### src/rtl/rip_fifo_pkg.sv
// Shared types and helpers for the rip_fifo write-side arbitration logic.
package rip_fifo_pkg;

  typedef enum logic {
    ARB_IDLE  = 1'b0,
    ARB_BURST = 1'b1
  } arb_state_t;

  // Index width that never collapses to zero bits.
  function automatic int unsigned clog2_min1(input int unsigned n);
    return (n <= 2) ? 1 : $clog2(n);
  endfunction

endpackage

### src/rtl/rip_rr_arbiter.sv
// Combinational round-robin pick: first set request at or after ptr, wrapping modulo N.
module rip_rr_arbiter
  import rip_fifo_pkg::*;
#(
  parameter  int unsigned N  = 4,
  localparam int unsigned IW = clog2_min1(N)
) (
  input  logic [N-1:0]  req,
  input  logic [IW-1:0] ptr,
  output logic [N-1:0]  gnt,
  output logic [IW-1:0] gnt_idx,
  output logic          any
);

  int unsigned idx;
  int unsigned pick;
  logic        found;

  // Walk the requests in rotated order starting at ptr; the first hit wins.
  always_comb begin
    any     = |req;
    found   = 1'b0;
    pick    = 0;
    idx     = 0;
    for (int unsigned i = 0; i < N; i++) begin
      idx = 32'(ptr) + i;
      if (idx >= N) idx = idx - N;
      if (!found && req[IW'(idx)]) begin
        found = 1'b1;
        pick  = idx;
      end
    end
    gnt_idx = IW'(pick);
    gnt     = found ? (N'(1) << pick) : '0;
  end

endmodule

### src/rtl/rip_fifo_wr_arbiter.sv
// Packet-granular round-robin sharing of one rip_fifo_async write port among N_REQ requesters.
module rip_fifo_wr_arbiter
  import rip_fifo_pkg::*;
#(
  parameter  int unsigned N_REQ      = 4,
  parameter  int unsigned DATA_WIDTH = 128,
  parameter  int unsigned MAX_BURST  = 16,
  localparam int unsigned ID_W       = clog2_min1(N_REQ)
) (
  input  logic                        clk,
  input  logic                        rst_n,
  input  logic [N_REQ-1:0]            req_valid,
  input  logic [N_REQ-1:0]            req_last,
  input  logic [N_REQ*DATA_WIDTH-1:0] req_data,
  output logic [N_REQ-1:0]            req_ready,
  output logic                        fifo_w_en,
  output logic [DATA_WIDTH-1:0]       fifo_w_data,
  input  logic                        fifo_w_full,
  output logic                        grant_valid,
  output logic [ID_W-1:0]             grant_id,
  output logic                        err_burst
);

  localparam int unsigned     CNT_W   = $clog2(MAX_BURST + 2);
  localparam logic [CNT_W-1:0] CNT_MAX = CNT_W'(MAX_BURST);
  localparam logic [CNT_W-1:0] CNT_SAT = CNT_W'(MAX_BURST + 1);

  arb_state_t       state;
  logic [ID_W-1:0]  rr_ptr;
  logic [CNT_W-1:0] beat_cnt;
  logic [N_REQ-1:0] grant_oh;

  logic [N_REQ-1:0] arb_gnt;
  logic [ID_W-1:0]  arb_idx;
  logic             arb_any;
  logic [ID_W-1:0]  ptr_next;

  logic             burst;
  logic             sel_valid;
  logic             sel_last;
  logic             accept;
  logic [DATA_WIDTH-1:0] mux_data;

  rip_rr_arbiter #(
    .N (N_REQ)
  ) u_rr (
    .req     (req_valid),
    .ptr     (rr_ptr),
    .gnt     (arb_gnt),
    .gnt_idx (arb_idx),
    .any     (arb_any)
  );

  assign ptr_next = (arb_idx == ID_W'(N_REQ - 1)) ? '0 : arb_idx + 1'b1;

  // Owner's beat passes straight through; full stalls without any state change.
  always_comb begin
    burst     = (state == ARB_BURST);
    sel_valid = |(req_valid & grant_oh);
    sel_last  = |(req_last & grant_oh);
    accept    = burst && sel_valid && !fifo_w_full;
    req_ready = (burst && !fifo_w_full) ? grant_oh : '0;
    fifo_w_en = accept;
    mux_data  = '0;
    for (int unsigned i = 0; i < N_REQ; i++) begin
      if (grant_oh[i]) mux_data = mux_data | req_data[i*DATA_WIDTH +: DATA_WIDTH];
    end
    fifo_w_data = mux_data;
  end

  always_ff @(posedge clk or negedge rst_n) begin
    if (!rst_n) begin
      state       <= ARB_IDLE;
      rr_ptr      <= '0;
      beat_cnt    <= '0;
      grant_oh    <= '0;
      grant_valid <= 1'b0;
      grant_id    <= '0;
      err_burst   <= 1'b0;
    end else begin
      case (state)
        ARB_IDLE: begin
          if (arb_any) begin
            grant_id    <= arb_idx;
            grant_oh    <= arb_gnt;
            grant_valid <= 1'b1;
            rr_ptr      <= ptr_next;
            beat_cnt    <= '0;
            state       <= ARB_BURST;
          end
        end
        ARB_BURST: begin
          if (accept) begin
            // Beat MAX_BURST+1 of a packet marks it over-length, last or not.
            if (beat_cnt == CNT_MAX) err_burst <= 1'b1;
            if (sel_last) begin
              state       <= ARB_IDLE;
              grant_valid <= 1'b0;
              grant_oh    <= '0;
              beat_cnt    <= '0;
            end else if (beat_cnt != CNT_SAT) begin
              beat_cnt <= beat_cnt + 1'b1;
            end
          end
        end
        default: state <= ARB_IDLE;
      endcase
    end
  end

endmodule
### config.mk
export PLATFORM = sky130hd
export DESIGN_NAME = rip_fifo_wr_arbiter
export DESIGN_NICKNAME = d
export VERILOG_FILES = /design/src/rtl/rip_fifo_pkg.sv /design/src/rtl/rip_rr_arbiter.sv /design/src/rtl/rip_fifo_wr_arbiter.sv
export SDC_FILE = /design/constraint.sdc
export NUM_CORES = 1
export LEC_CHECK = 0
export BUFFER_PORTS_ARGS = -buffer_cell sky130_fd_sc_hd__buf_2
export CORE_AREA = 2 2 255 257
export DETAILED_ROUTE_END_ITERATION = 8
export DIE_AREA = 0 0 257 259
export SLEW_MARGIN = 30
export SYNTH_ARGS = -nofsm -noshare
export SYNTH_HDL_FRONTEND = slang
export SYNTH_SLANG_ARGS = --single-unit
### constraint.sdc
create_clock -name clk -period 3 [get_ports clk]
set_clock_uncertainty 0.2 [all_clocks]
set_input_delay 0.15 -clock clk [delete_from_list [all_inputs] [get_ports clk]]
set_output_delay 0.15 -clock clk [all_outputs]
set_load 0.005 [all_outputs]
* Word level (Yosys, flattened, before mapping)
Cells that the tools add are included.
** Storage, ports and cells
- Register bits :: 16
- Logic and storage cells :: 99
** Operators by class
- Bitwise logic cells :: 6
- Muxes and demuxes :: 44
- $lt $le $gt $ge :: 8
- Shifts and indexed selects :: 1
- Equality and inequality tests :: 7
- Reduce and logical (&&, ||, !) cells :: 17
- Add/subtract/negate cells :: 9
** Operator list (number)
- 128-bit 2-to-1 mux :: 4
- 128-bit bitwise OR :: 3
- 32-bit 2-to-1 mux :: 8
- 32-bit by 3-bit >= comparator with 1-bit output, second input constant :: 3
- 32-bit by 3-bit subtractor with 32-bit output, second input constant :: 3
- 1-bit by 32-bit << shifter with 4-bit output, first input constant :: 1
- 4-bit 2-to-1 mux :: 5
- 5-bit 2-to-1 mux :: 4
- 1-bit 2-to-1 mux :: 14
- 2-bit by 3-bit less-than comparator with 1-bit output, second input constant :: 4
- 4-bit OR reduction :: 3
- 5-bit case mux with 2 select lines :: 1
- 3-bit AND reduction :: 3
- 4-bit bitwise AND :: 2
- 1-bit binary-select mux with 2-bit select :: 4
- 4-bit case mux with 2 select lines :: 1
- 2-bit by 2-bit adder with 3-bit output, second input constant :: 2
- 1-bit logical AND :: 6
- 5-bit by 1-bit adder with 5-bit output, second input constant :: 1
- 5-bit == test, second input constant :: 1
- 5-bit != test, second input constant :: 1
- 1-bit zero test :: 4
- 2-bit != test, second input constant :: 2
- 1-bit case mux with 2 select lines :: 2
- 10 further kinds :: 10

* Longest topological paths before layout
Gate-level depths: netlist of run 1.
- Depth in word-level cells :: 18
- Mapped depth :: 8

* Hierarchy
A second synthesis of run 1 with hierarchy kept.
** Unflattened totals
- Cells, all modules :: 585
- Area, all modules :: 3900.0 sq um
** Modules (own cells, without submodules)
- rip_fifo_wr_arbiter :: sequential area each 400.4 sq um, times used 1, cells each 526, area each 3467.1 sq um
- rip_rr_arbiter :: sequential area each 0.0 sq um, times used 1, cells each 59, area each 432.9 sq um

* Worst setup path before layout of run 1
No wires, ideal clock.
- Path kind :: flip-flop to flip-flop
- From :: reg rr_ptr[0]
- To :: reg grant_oh[1]
- Buffers on the path :: 1
- Arrival :: 2.428 ns
- Data required time :: 2.678 ns
- Cell stages (with the launch flop) :: 9
- Path slack :: 0.251 ns
- Path through :: dfrtp_1 buf_2 inv_1 ha_1 mux4_2 nor2_1 o221ai_1 and2_1 a32o_1
** On the way
- Word-level cells in the longest chain between the ends :: 18
** RTL lines
- start, declared :: line rip_fifo_wr_arbiter.sv:29 : logic [ID_W-1:0] rr_ptr;
- start signal, assigned :: line rip_fifo_wr_arbiter.sv:87 : rr_ptr <= ptr_next;
- parallel branches: the longest is 15 deep, another holds 32-bit by 3-bit subtractor with 32-bit output
- 4-bit 2-to-1 mux (*) :: line rip_rr_arbiter.sv:34 : gnt = found ? (N'(1) << pick) : '0;
- 4-bit 2-to-1 mux (*) :: line rip_fifo_wr_arbiter.sv:83 : if (arb_any) begin
- 4-bit case mux with 2 select lines (*) :: line rip_fifo_wr_arbiter.sv:81 : case (state)
- end signal, assigned :: line rip_fifo_wr_arbiter.sv:85 : grant_oh <= arb_gnt;
- end, declared :: line rip_fifo_wr_arbiter.sv:31 : logic [N_REQ-1:0] grant_oh;
Every way passes the cells marked *. The select of a mux whose other input is x is not followed.
A chain may end at the register's enable or synchronous reset.

* Final worst setup path of run 1
- From :: reg rr_ptr[1]
- To :: reg grant_oh[1]
Same word-level chain as after synthesis.

==> summary.txt, run 1 <==
I/O pins: 660
fmax: 387 MHz
Power Dens Cells: 639 nW/um^2
# setup viols final: 0
met3 usage: 4.86%
CP arrival: 2.52 ns
Max Cap Viol: 0
Synth warnings: 0
CTS HTree Levels: 1
NumNets Final: 1706
initial antenna violation count: 32
status: complete, no violations
worst hold slack: 0.151 ns
sequential area share after synthesis: 10.5%
Die H: 259 um
Register Area: 415 sq um
dpl ws: 0.454 ns
CTS tree: done
RSZ-0062 raised after global routing: no
Routed WL: 33800 um
Slew Limit Fails: 0
initial DRC count: 559
die width: 257 um
Post-CTS Setup Bufs: 0
worst hold path class: in2async
final cell count without fillers: 2037
total track usage: 9.04%
area growth from synthesis to layout: 115%
clock insertion delay at the later pin of the skew report: 0.25 ns
Site Rows: 93
RePlAce Congestion: 0.831
CP Data Required Time: 2.93 ns
port bufs: 659
first-pass GRT wire length: 44700 um
Final Hold Vio Count: 0
clock-pin slew on the worst setup and hold paths: 0.05 ns
ys async rst share: 100%
DRC Markers: 0
CP Max Fanout: 6
Cells after Synth: 564
#FFs+latches synth: 16
DRT Pass-1 Iters: 7
largest net degree at the start of global routing: 73
DP Wirelength: 29500 um
library cells used by synthesis: 44
met2 Usage GRT: 14.3%
CP Capture Type: flop
WL/cell: 16.6 um
most used routing layer: met2
Slew Limit Headroom: 44.3%
worst vdd ir: 0.000336 V
Synth Area per Inst: 6.75 sq um
Filler Cells Inserted: 7393
vias: 7434
post-cts resize count: 0
layout cells sized above 1: 58.8%
area of the multi-input gates: 3110 sq um
placed inst area: 8060 sq um
Net Count, Synth: 1095
Leak Pwr: 4.35 nW
Max clock buf depth: 2
core box area: 63900 sq um
Hold Buf Count CTS: 1
Num Clock Sinks: 16
post-route cell area: 8180 sq um
vias in the first global route: 6690
Vias/cell: 3.65
setup_tns: 0 ns
met1 usage: 10.6%
starting density of the core: 5.96%
die area: 66600 sq um
fin crit share: 86.1%
Antenna Violating Nets Remaining: 0
TritonCTS Buffers: 3
Post-synth EDFFs: 0
synthesized area: 3810 sq um
CTS root buffer: clkbuf_16
grt ovf: 0
top_reg_cell synth: dfrtp_1
worst-margin pin slew: 0.835 ns
# placed instances: 2024
minimum clock period: 2.58 ns
Setup CP Type: reg2reg
CP Launch Type: flop
setup ws final: 0.417 ns
==> state kept, by name (all words and copies together) (netlist names) <==
register     count
beat_cnt         5
grant_oh         4
grant_id         2
rr_ptr           2
burst            1
err_burst        1
grant_valid      1
==> worst paths after layout <==
| kind | start | endpoint | slack [ns] | cells after the start |
|---|---|---|---|---|
| worst max register to register | rr_ptr[1] | grant_oh[1] | 0.42 | 7 |
| max in group asynchronous | rst_n | grant_oh[3] | 2.15 | 2 |
| worst min register to register | err_burst | err_burst | 0.26 | 1 |
| worst min-delay path | rst_n | err_burst | 0.15 | 2 |
| worst max-delay path | rr_ptr[1] | grant_oh[1] | 0.42 | 7 |
| min in group clk | err_burst | err_burst | 0.26 | 1 |
==> metal layers <==
metal | up-vias | share of wire, %
li1 | 3470 | -
met1 | 3325 | 36
met2 | 531 | 44
met3 | 72 | 16
met4 | 36 | 2.6
met5 | - | 0.71
==> cells by family (layout without fill, tap and decap cells) <==
logic type	after synthesis	count (layout)	share of synthesized area, %
mux	7	7	3.19
fa+ha+maj	8	8	2.63
other cells	0	8	0
flops	16	16	10.5
simple gates	167	167	18.6
buf+inv	73	683	7.66
compound gates	293	293	57.4
==> layout by cell type (no fill, tap or decap), types with 2 or more instances in the layout <==
master     synthesis  layout
a21oi_1            9       9
a22o_1             4       4
a22oi_1          256     256
a32o_1             3       3
and2_1             5       5
buf_12             0       4
buf_2              2     659
buf_4              0       7
clkbuf_16          0       3
dfrtp_1           16      12
dfrtp_4            0       4
diode_2            0       8
ha_1               8       8
inv_1              8       8
mux2i_1            2       2
mux4_2             4       4
nand2_1          139     139
nand3_1            3       3
nand3b_1           2       2
nor2_1             4       4
o21ai_0            7       7
o21ai_1            2       2
o31ai_1            2       2
or4_1              2       2
==> through the flow <==
step,power [W],util (%)
after floorplan,0.00286,-
after detailed placement,0.00492,12.6
final,0.00523,12.8
after global placement,0.00489,12.6
after CTS,0.00522,12.8
after global routing,0.00569,12.8
==> Yosys cell counts (all sizes together), types with 4 or more instances <==
cell | instances | area (sq um)
o21ai | 9 | 45.0
nor2 | 4 | 15.0
a22oi | 257 | 1930
clkbuf | 61 | 229
a22o | 4 | 35.0
nand2 | 139 | 522
and2 | 6 | 40.0
mux4 | 4 | 90.1
a21oi | 9 | 45.0
inv | 8 | 30.0
dfrtp | 16 | 400
buf | 4 | 32.5
ha | 8 | 100
==> worst max-delay path: stages, from the launching register on <==
cell      delay, ns
dfrtp_1        0.35
inv_1          0.09
ha_1           0.42
mux4_2         0.62
nor2_1         0.11
o221ai_1       0.20
and2_1         0.24
a32o_1         0.24
==> area by class of cell <==
type                            instances  area share (%)
Antenna cell                            8           0.245
Clock buffer                            4            1.09
Inverter                                8           0.367
Multi-Input combinational cell        475            38.1
Sequential cell                        16            5.08
Tap cell                              855            13.1
Timing Repair Buffer                  671            42.1
==> power by group <==
part | switching (W) | internal, W
Clock | 0.0000834 | 0.000203
Combinational | 0.00254 | 0.00201
Sequential | 0.0000807 | 0.000311
Total | 0.00271 | 0.00252
Power figures use the tool's default switching activity.
==> run 2: changes to the inputs <==
--- a/config.mk
+++ b/config.mk
@@ -9,6 +9,7 @@
 export CORE_AREA = 2 2 255 257
 export DETAILED_ROUTE_END_ITERATION = 8
 export DIE_AREA = 0 0 257 259
+export GPL_TIMING_DRIVEN = 0
 export SLEW_MARGIN = 30
 export SYNTH_ARGS = -nofsm -noshare
 export SYNTH_HDL_FRONTEND = slang
==> run 2 against run 1 <==
Net effect: clock power about the same; sequential cell count did not move; sequential share of layout area is 0.29 points lower; combinational power grew 9.9%; worst setup slack worse by 0.36 ns; power is 8.3% higher; hold slack better by 0.022 ns; design area increased by 2.4%; clock-buffer cell count stayed put; via count is 5.9% higher; global-route usage grew 1.9 points; final cell count rose by 2.8%.
==> summary.txt, run 2 (synthesis gave the netlist of run 1 again) <==
DRT Pass-1 Iters: 6
grt ovf: 0
Slew Limit Headroom: 46.2%
Setup CP Type: reg2out
sequential share of power: 6.6%
Critical Path Start: grant_oh[2]
fin crit share: 98.3%
met2 Usage GRT: 17.2%
CTS HTree Levels: 1
Max clock buf depth: 2
first-pass GRT wire length: 52200 um
# setup viols final: 0
Top delay family on crit path: buffers and inverters
fmax: 339 MHz
most used routing layer: met2
port bufs: 659
WL/cell: 19.2 um
die area: 66600 sq um
clock insertion delay at the later pin of the skew report: 0.25 ns
worst hold path class: in2async
setup_tns: 0 ns
Worst setup endpoint: fifo_w_data[37]
worst hold slack: 0.174 ns
Post-CTS Setup Bufs: 0
total track usage: 10.9%
met3 usage: 5.71%
NumNets Final: 1762
worst-margin pin slew: 0.807 ns
Worst path most repeated cell: clkbuf_1
Antenna Violating Nets Remaining: 0
CP Capture Type: primary output
die width: 257 um
clock power share: 5.0%
vias in the first global route: 7115
Worst R2R End: grant_oh[1]
setup ws final: 0.0521 ns
Slew Limit Fails: 0
CTS tree: done
TritonCTS Buffers: 3
largest net degree at the start of global routing: 17
RSZ-0062 raised after global routing: no
initial antenna violation count: 35
Vias/cell: 3.76
PnR Total Power: 0.00566 W
slowest stage delay, CP: 0.58 ns
layout cells sized above 1: 56.7%
Largest Register: beat_cnt
core box area: 63900 sq um
combinational power share: 88.3%
placed inst area: 8240 sq um
CP Data Required Time: 2.65 ns
DRC Markers: 0
Max Cap Viol: 0
dpl ws: -0.00895 ns
initial DRC count: 683
biggest regs: beat_cnt (5), grant_oh (4)
total net switching power: 0.00309 W
I/O pins: 660
RePlAce Congestion: 0.874
crit-path cells: clkbuf_1, clkbuf_2, clkbuf_1, a22oi_1, nand2_1, buf_2
Site Rows: 93
CP Launch Type: flop
Leak Pwr: 4.45 nW
area of the multi-input gates: 3120 sq um
FF-to-FF Start: rr_ptr[1]
most frequent cells in the layout: buf_2, a22oi_1, nand2_1
register-to-register setup slack: 0.16 ns
Worst path slowest cell: clkbuf_1
status: complete, no violations
DP Wirelength: 35200 um
Power Dens Cells: 676 nW/um^2
clock-pin slew on the worst setup and hold paths: 0.05 ns
R2R depth: 7
post-route cell area: 8380 sq um
Levels on crit path: 6
Filler Cells Inserted: 7426
Largest register FFs: 5
worst vdd ir: 0.000224 V
Die H: 259 um
CP arrival: 2.60 ns
area growth from synthesis to layout: 120%
starting density of the core: 5.96%
vias: 7871
Switching Share: 54.6%
Register Area: 402 sq um
minimum clock period: 2.95 ns
commonest non-fill, non-tap cell in the layout: buf_2
Final Hold Vio Count: 0
met1 usage: 13.2%
Routed WL: 40200 um
cell internal pwr: 0.00257 W
Buffers & Inverters on Critical Path: 4
CTS root buffer: clkbuf_16
Num Clock Sinks: 16
CP Max Fanout: 12
run 2: worst min path at each step:
stage                      from     endpoint
final                     rst_n  grant_id[1]
after global routing      rst_n  grant_id[1]
after CTS                 rst_n  grant_id[1]
after detailed placement  rst_n  grant_id[1]
after global placement    rst_n    err_burst
after floorplan           rst_n  beat_cnt[0]
run 2: area by class of cell:
type | instances | area share [%]
Antenna cell | 10 | 0.299
Inverter | 8 | 0.358
Multi-Input combinational cell | 475 | 37.2
Tap cell | 855 | 12.8
Sequential cell | 16 | 4.79
Buffer | 65 | 3.37
Clock buffer | 4 | 1.06
Timing Repair Buffer | 662 | 40.1
run 2: metal layers:
layer	part of all wire, %	wire length (um)	vias to the layer above
met4	2.1	827	52
met1	39	15500	3590
met5	0.81	325	-
met2	44	17700	548
li1	-	-	3585
met3	14	5770	96
run 2: power groups by stage:
stage	Clock, W	Sequential, W	Combinational (W)
floorplan	0	0.000359	0.00250
global placement	0	0.000373	0.00493
detailed placement	0	0.000377	0.00497
CTS	0.000294	0.000374	0.00501
global route	0.000303	0.000387	0.00548
finish	0.000286	0.000374	0.00500
run 2: per-stage QoR:
stage	cells	utilization [%]
2_1_floorplan	564	-
3_3_place_gp	2078	12.8
3_5_place_dp	2080	12.9
4_1_cts	2085	13.1
5_1_grt	2085	13.1
6_report	2095	13.1
run 2: timing repair:
item,4_1_cts,5_1_grt
hold endpoints to repair,16,0
gates resized for setup,5,9
setup endpoints to repair,4,16
hold buffers,1,0
run 2: worst register-to-register path, cell delays in order, from the launching register on:
cell	delay (ns)
dfrtp_1	0.55
inv_1	0.16
ha_1	0.44
mux4_2	0.61
nor2_1	0.11
o221ai_1	0.19
and2_1	0.23
a32o_1	0.23
